==> src/rtl/automorph_addr_gen.sv <==
// Streaming Galois-automorphism address generator: i -> i*GEN^r mod M.
// One rotation command is accepted in IDLE. The rotation factor k = GEN^r
// is then built on chip in POW, one multiply by the constant GEN per cycle.
// SWEEP emits LANES source/destination index pairs per beat over a
// valid/ready stream.
// Optional feature macro: AUTOMORPH_SIGN_EN. When it is defined, the
// arithmetic is done mod 2N and out_neg reports the negacyclic sign. When it
// is undefined, the arithmetic is done mod N and out_neg is always 0.
module automorph_addr_gen #(
  parameter int LOG_N  = 16,
  parameter int LANES  = 4,
  parameter int R_BITS = 5,
  parameter int GEN    = 5
) (
  input  logic                   clk,
  input  logic                   rst,
  input  logic                   cmd_valid,
  output logic                   cmd_ready,
  input  logic [R_BITS-1:0]      cmd_rot,
  output logic                   out_valid,
  input  logic                   out_ready,
  output logic [LANES*LOG_N-1:0] out_src,
  output logic [LANES*LOG_N-1:0] out_dst,
  output logic [LANES-1:0]       out_neg,
  output logic                   out_last,
  output logic                   busy
);

`ifdef AUTOMORPH_SIGN_EN
  localparam int K_W = LOG_N + 1;
`else
  localparam int K_W = LOG_N;
`endif
  localparam int LANE_BITS = $clog2(LANES);
  localparam int B_W = (LOG_N > LANE_BITS) ? (LOG_N - LANE_BITS) : 1;
  localparam int NUM_BEATS = 1 << (LOG_N - LANE_BITS);
  localparam logic [B_W-1:0] LAST_BEAT = B_W'(NUM_BEATS - 1);

  typedef enum logic [1:0] {IDLE, POW, SWEEP} state_t;

  state_t         state;
  state_t         state_next;
  logic [K_W-1:0] k;
  logic [K_W-1:0] k_gen;
  logic [K_W-1:0] k_init;
  logic [K_W-1:0] step;
  logic [K_W-1:0] acc [LANES];
  logic [R_BITS-1:0] rcnt;
  logic [B_W-1:0] beat;
  logic           enter_sweep;
  logic           last_xfer;
  logic           load_beat;

  // Mod-M reductions are plain truncations because M is a power of two.
  // k_init is the factor that is in force once SWEEP is entered. It is 1 for
  // r == 0, and otherwise it is the product that POW forms on its last cycle.
  assign k_gen       = k * K_W'(GEN);
  assign k_init      = (state == IDLE) ? K_W'(1) : k_gen;
  assign enter_sweep = (state != SWEEP) && (state_next == SWEEP);
  assign last_xfer   = out_valid && out_ready && out_last;
  // A beat held under backpressure (out_valid && !out_ready) blocks loading.
  // A held last beat therefore also stops any further load.
  assign load_beat   = (state == SWEEP) && !last_xfer && (!out_valid || out_ready);
  assign cmd_ready   = (state == IDLE);
  assign busy        = (state != IDLE);

  // State register.
  always_ff @(posedge clk) begin
    if (rst) begin
      state <= IDLE;
    end else begin
      state <= state_next;
    end
  end

  // Next state. POW is skipped for r == 0 and otherwise lasts exactly r cycles.
  always_comb begin
    state_next = state;
    case (state)
      IDLE:    if (cmd_valid) state_next = (cmd_rot == '0) ? SWEEP : POW;
      POW:     if (rcnt == R_BITS'(1)) state_next = SWEEP;
      SWEEP:   if (last_xfer) state_next = IDLE;
      default: state_next = IDLE;
    endcase
  end

  // Factor computation, per-lane accumulators and the registered output beat.
  always_ff @(posedge clk) begin
    if (rst) begin
      k         <= '0;
      rcnt      <= '0;
      beat      <= '0;
      step      <= '0;
      out_valid <= 1'b0;
      out_last  <= 1'b0;
      out_src   <= '0;
      out_dst   <= '0;
      out_neg   <= '0;
      for (int l = 0; l < LANES; l++) acc[l] <= '0;
    end else begin
      if (state == IDLE && cmd_valid) begin
        k    <= K_W'(1);
        rcnt <= cmd_rot;
        beat <= '0;
      end
      if (state == POW) begin
        k    <= k_gen;
        rcnt <= rcnt - R_BITS'(1);
      end
      if (enter_sweep) begin
        step <= k_init << LANE_BITS;
        for (int l = 0; l < LANES; l++) acc[l] <= K_W'(l) * k_init;
      end
      if (last_xfer) begin
        out_valid <= 1'b0;
        out_last  <= 1'b0;
      end else if (load_beat) begin
        out_valid <= 1'b1;
        out_last  <= (beat == LAST_BEAT);
        beat      <= beat + B_W'(1);
        for (int l = 0; l < LANES; l++) begin
          out_src[l*LOG_N +: LOG_N] <= (LOG_N'(beat) << LANE_BITS) | LOG_N'(l);
          out_dst[l*LOG_N +: LOG_N] <= acc[l][LOG_N-1:0];
`ifdef AUTOMORPH_SIGN_EN
          out_neg[l] <= acc[l][K_W-1];
`else
          out_neg[l] <= 1'b0;
`endif
          acc[l] <= acc[l] + step;
        end
      end
    end
  end

endmodule

==> config.mk <==
export PLATFORM = sky130hd
export DESIGN_NAME = automorph_addr_gen
export DESIGN_NICKNAME = d
export VERILOG_FILES = /design/src/rtl/automorph_addr_gen.sv
export SDC_FILE = /design/constraint.sdc
export NUM_CORES = 1
export LEC_CHECK = 0
export CELL_PAD_IN_SITES_DETAIL_PLACEMENT = 0
export CELL_PAD_IN_SITES_GLOBAL_PLACEMENT = 2
export CORE_AREA = 4 4 235 145
export DETAILED_ROUTE_END_ITERATION = 8
export DIE_AREA = 0 0 239 149
export PLACE_DENSITY_LB_ADDON = 0.1
export RECOVER_POWER = 25
export SLEW_MARGIN = 10
export SYNTH_ARGS = -nofsm -noshare
export SYNTH_HDL_FRONTEND = slang
export SYNTH_SLANG_ARGS = --single-unit
==> constraint.sdc <==
create_clock -name clk -period 4.5 [get_ports clk]
set_input_delay 0.45 -clock clk [delete_from_list [all_inputs] [get_ports clk]]
set_output_delay 0.45 -clock clk [all_outputs]
set_load 0.03 [all_outputs]
==> impl_metrics.toml <==
[run_status]
status = "complete, but fails checks"
violations = "antenna rules, capacitance limit, slew limit"

[pwr]
p_comb_frac = 0.108
p_leak_nw = 5.223
pwr-share-clk = 0.389
p_switching_mw = 1.038
p_per_area_nw_per_um2 = 293.7
pwr-share-seq = 0.503
power_mw = 3.726
ir_drop_v = 0.0002538
sw_frac_of_total = 0.2785
intPower_mw = 2.688

[layout]
area_growth_pct = 18.12
finalNetCount = 1411
drive_gt1_frac = 0.04106

[clock_network]
cts_tree = "yes"
htree_levels = 4
clk_latency_ns = 0.46
clockBufferDepth = 2
numCtsBuffers = 17
clkTransAtPathRegs_ns = 0.07
clock-sinks = 189
root_buffer = "clkbuf_16"
cts_hold_buffers = 0

[hold_path]
hold_class = "register to register"
hold_depth = 2
hold_start = "out_dst[23]"
worstHoldEndpoint = "out_dst[23]"

[yosys]
synth_top_area_share = 0.2386
synth_cell_type_count = 55
yosysMostFrequentCell = "nand2_1"
synth_area_per_cell_um2 = 8.747
synth-edff-count = 61
yosys.area.top_type = "dfxtp_1"
yosys_warnings = 0
ys_seq_area_frac = 0.4091
ys_ff_latch = 189
synth_area_leaders = "dfxtp_1, edfxtp_1, ha_1"
synth_area_um2 = 10740
ys.flop_type = "dfxtp_1"
yosys-top-cells-count = "nand2_1, a21oi_1, dfxtp_1"
ys_async_sr_fraction = 0
synth_cells = 1228

[die]
start_util = 0.3360
rows = 51
die-area_um2 = 35610
boundaryPins = 145
die_h_um = 149
dieWidth_um = 239
core_area_um2 = 31970

[timing]
worst_clock_skew_ns = 0.008926
drv_slew = 50
setup_tns_ns = 0
setup_violations = 0
fin_crit_ns = 4.091
rsz0062_at_grt = "false"
worstMarginPinSlew_ns = 2.050
clock.fmax_mhz = 244.4
period_share = 0.9091
hold_viol_final = 0
slew_headroom = -0.3697

[routing]
drtIter0Drc = 558
avgViaCountPerCell = 4.964
drtAntennaViolNets = 1
wl_per_cell_um = 17.94
drcViolationCount = 0
wl_um = 31290
first_pass_iters = 5
vias = 8658

[global_routing]
grt.total_usage = 0.1764
antenna_found_initial = 0
gr-total-overflow = 0
grt_max_degree = 80
grt_pass1_vias = 8173
grt_pass1_wl_um = 48530

[critical_path]
r2r-start = "k[2]"
rr_worst_depth = 18
reg2reg_setup_slack_ns = 0.41
reg2reg_to = "acc[3][15]"
critical_path_arrival_ns = 4.28
end_kind = "register"
crit_type = "register to register"
crit_path_max_fanout = 4
cp-start-kind = "register"
crit_required_ns = 4.69

[flow_run]
drv_cap = 1

[place]
place_congestion = 0.8292
hpwl_um = 22710
io_buffers = 133
==> critical path, stage by stage (launching register included) <==
cell     delay (ns)
dfxtp_1        0.38
ha_1           0.17
ha_1           0.20
inv_1          0.07
fa_1           0.40
nor2b_1        0.17
o31a_1         0.19
o21a_1         0.12
nor2_1         0.04
xnor2_1        0.21
and2_1         0.20
ha_1           0.28
and3_1         0.19
a21oi_1        0.19
o21ai_1        0.16
o41ai_2        0.36
o21ai_0        0.20
xnor2_1        0.19
o22ai_1        0.09
==> through the flow <==
stage	util	instance area, um2	setup slack (ns)	std cells	hold slack [ns]
2_1_floorplan	-	10800	0.8391	1243	0.4456
3_3_place_gp	0.3801	12150	0.5025	1708	0.4419
3_5_place_dp	0.3801	12150	0.3746	1708	0.4464
4_1_cts	0.3965	12680	0.3480	1739	0.4564
5_1_grt	0.3965	12680	0.03543	1739	0.4710
6_report	0.3969	12690	0.4090	1744	0.4500
==> layout make-up <==
class | instances | area [um2]
diodes | 5 | 12.51
well taps | 424 | 530.5
repair buffers | 144 | 1411
clock inverters | 10 | 63.81
fillers | 3213 | 19280
clock buffers | 21 | 460.4
inverters | 28 | 105.1
multi-input cells | 923 | 5710
flip-flops and latches | 189 | 4394
==> metal layers <==
metal | GRT usage | wire length (um)
met1 | 0.2797 | 17170
met2 | 0.2462 | 12520
met4 | 0.03747 | 272
met5 | 0 | 0
met3 | 0.03289 | 1323
==> flip-flops by register name, summed over array words and instances (netlist names) <==
signal     count
out_src       15
beat          14
rcnt           5
acc           61
k             15
out_valid      1
state          2
out_dst       61
step          14
out_last       1
==> worst max path at each step <==
stage,start,to,cells after the start
after floorplan,k[3],acc[3][15],16
after global placement,k[2],acc[3][15],18
after detailed placement,k[2],acc[3][15],18
after CTS,k[2],acc[3][15],18
after global routing,k[2],acc[3][15],15
final,k[2],acc[3][15],18
==> cell usage in the layout, fill, tap and decap left out, types with 18 or more instances in the layout <==
cell | synthesis | final
nor3_1 | 22 | 22
dfxtp_1 | 128 | 128
xor2_1 | 44 | 44
a21oi_1 | 131 | 131
nand3_1 | 29 | 29
clkdlybuf4s50_1 | 0 | 61
edfxtp_1 | 61 | 61
nor2_1 | 79 | 79
o22ai_1 | 18 | 18
dlygate4sd3_1 | 0 | 71
ha_1 | 93 | 93
o21ai_0 | 47 | 47
a21o_1 | 20 | 20
nand2_1 | 227 | 227
xnor2_1 | 35 | 35
inv_1 | 28 | 28
==> cell families after synthesis <==
logic type      share of synthesized area
simple gates                       0.1772
xor+xnor                          0.06663
other cells                     0.0006992
fa+ha+maj                          0.1195
flops                              0.4091
buf+inv                           0.06535
mux                             0.0009319
compound gates                     0.1606
==> power by group through the flow <==
stage | clock network [mW] | registers, mW | logic (mW)
floorplan | 0 | 1.91 | 0.277
CTS | 1.49 | 1.87 | 0.412
global route | 1.56 | 1.88 | 0.454
global placement | 0 | 1.91 | 0.411
finish | 1.45 | 1.87 | 0.404
detailed placement | 0 | 1.91 | 0.409
==> what timing repair did <==
item / 4_1_cts / 5_1_grt
setup endpoints to repair: 0 / 1
buffers inserted: 0 / 0
gates resized for setup: 0 / 1
Note: power is estimated with default switching activity, not from simulation.
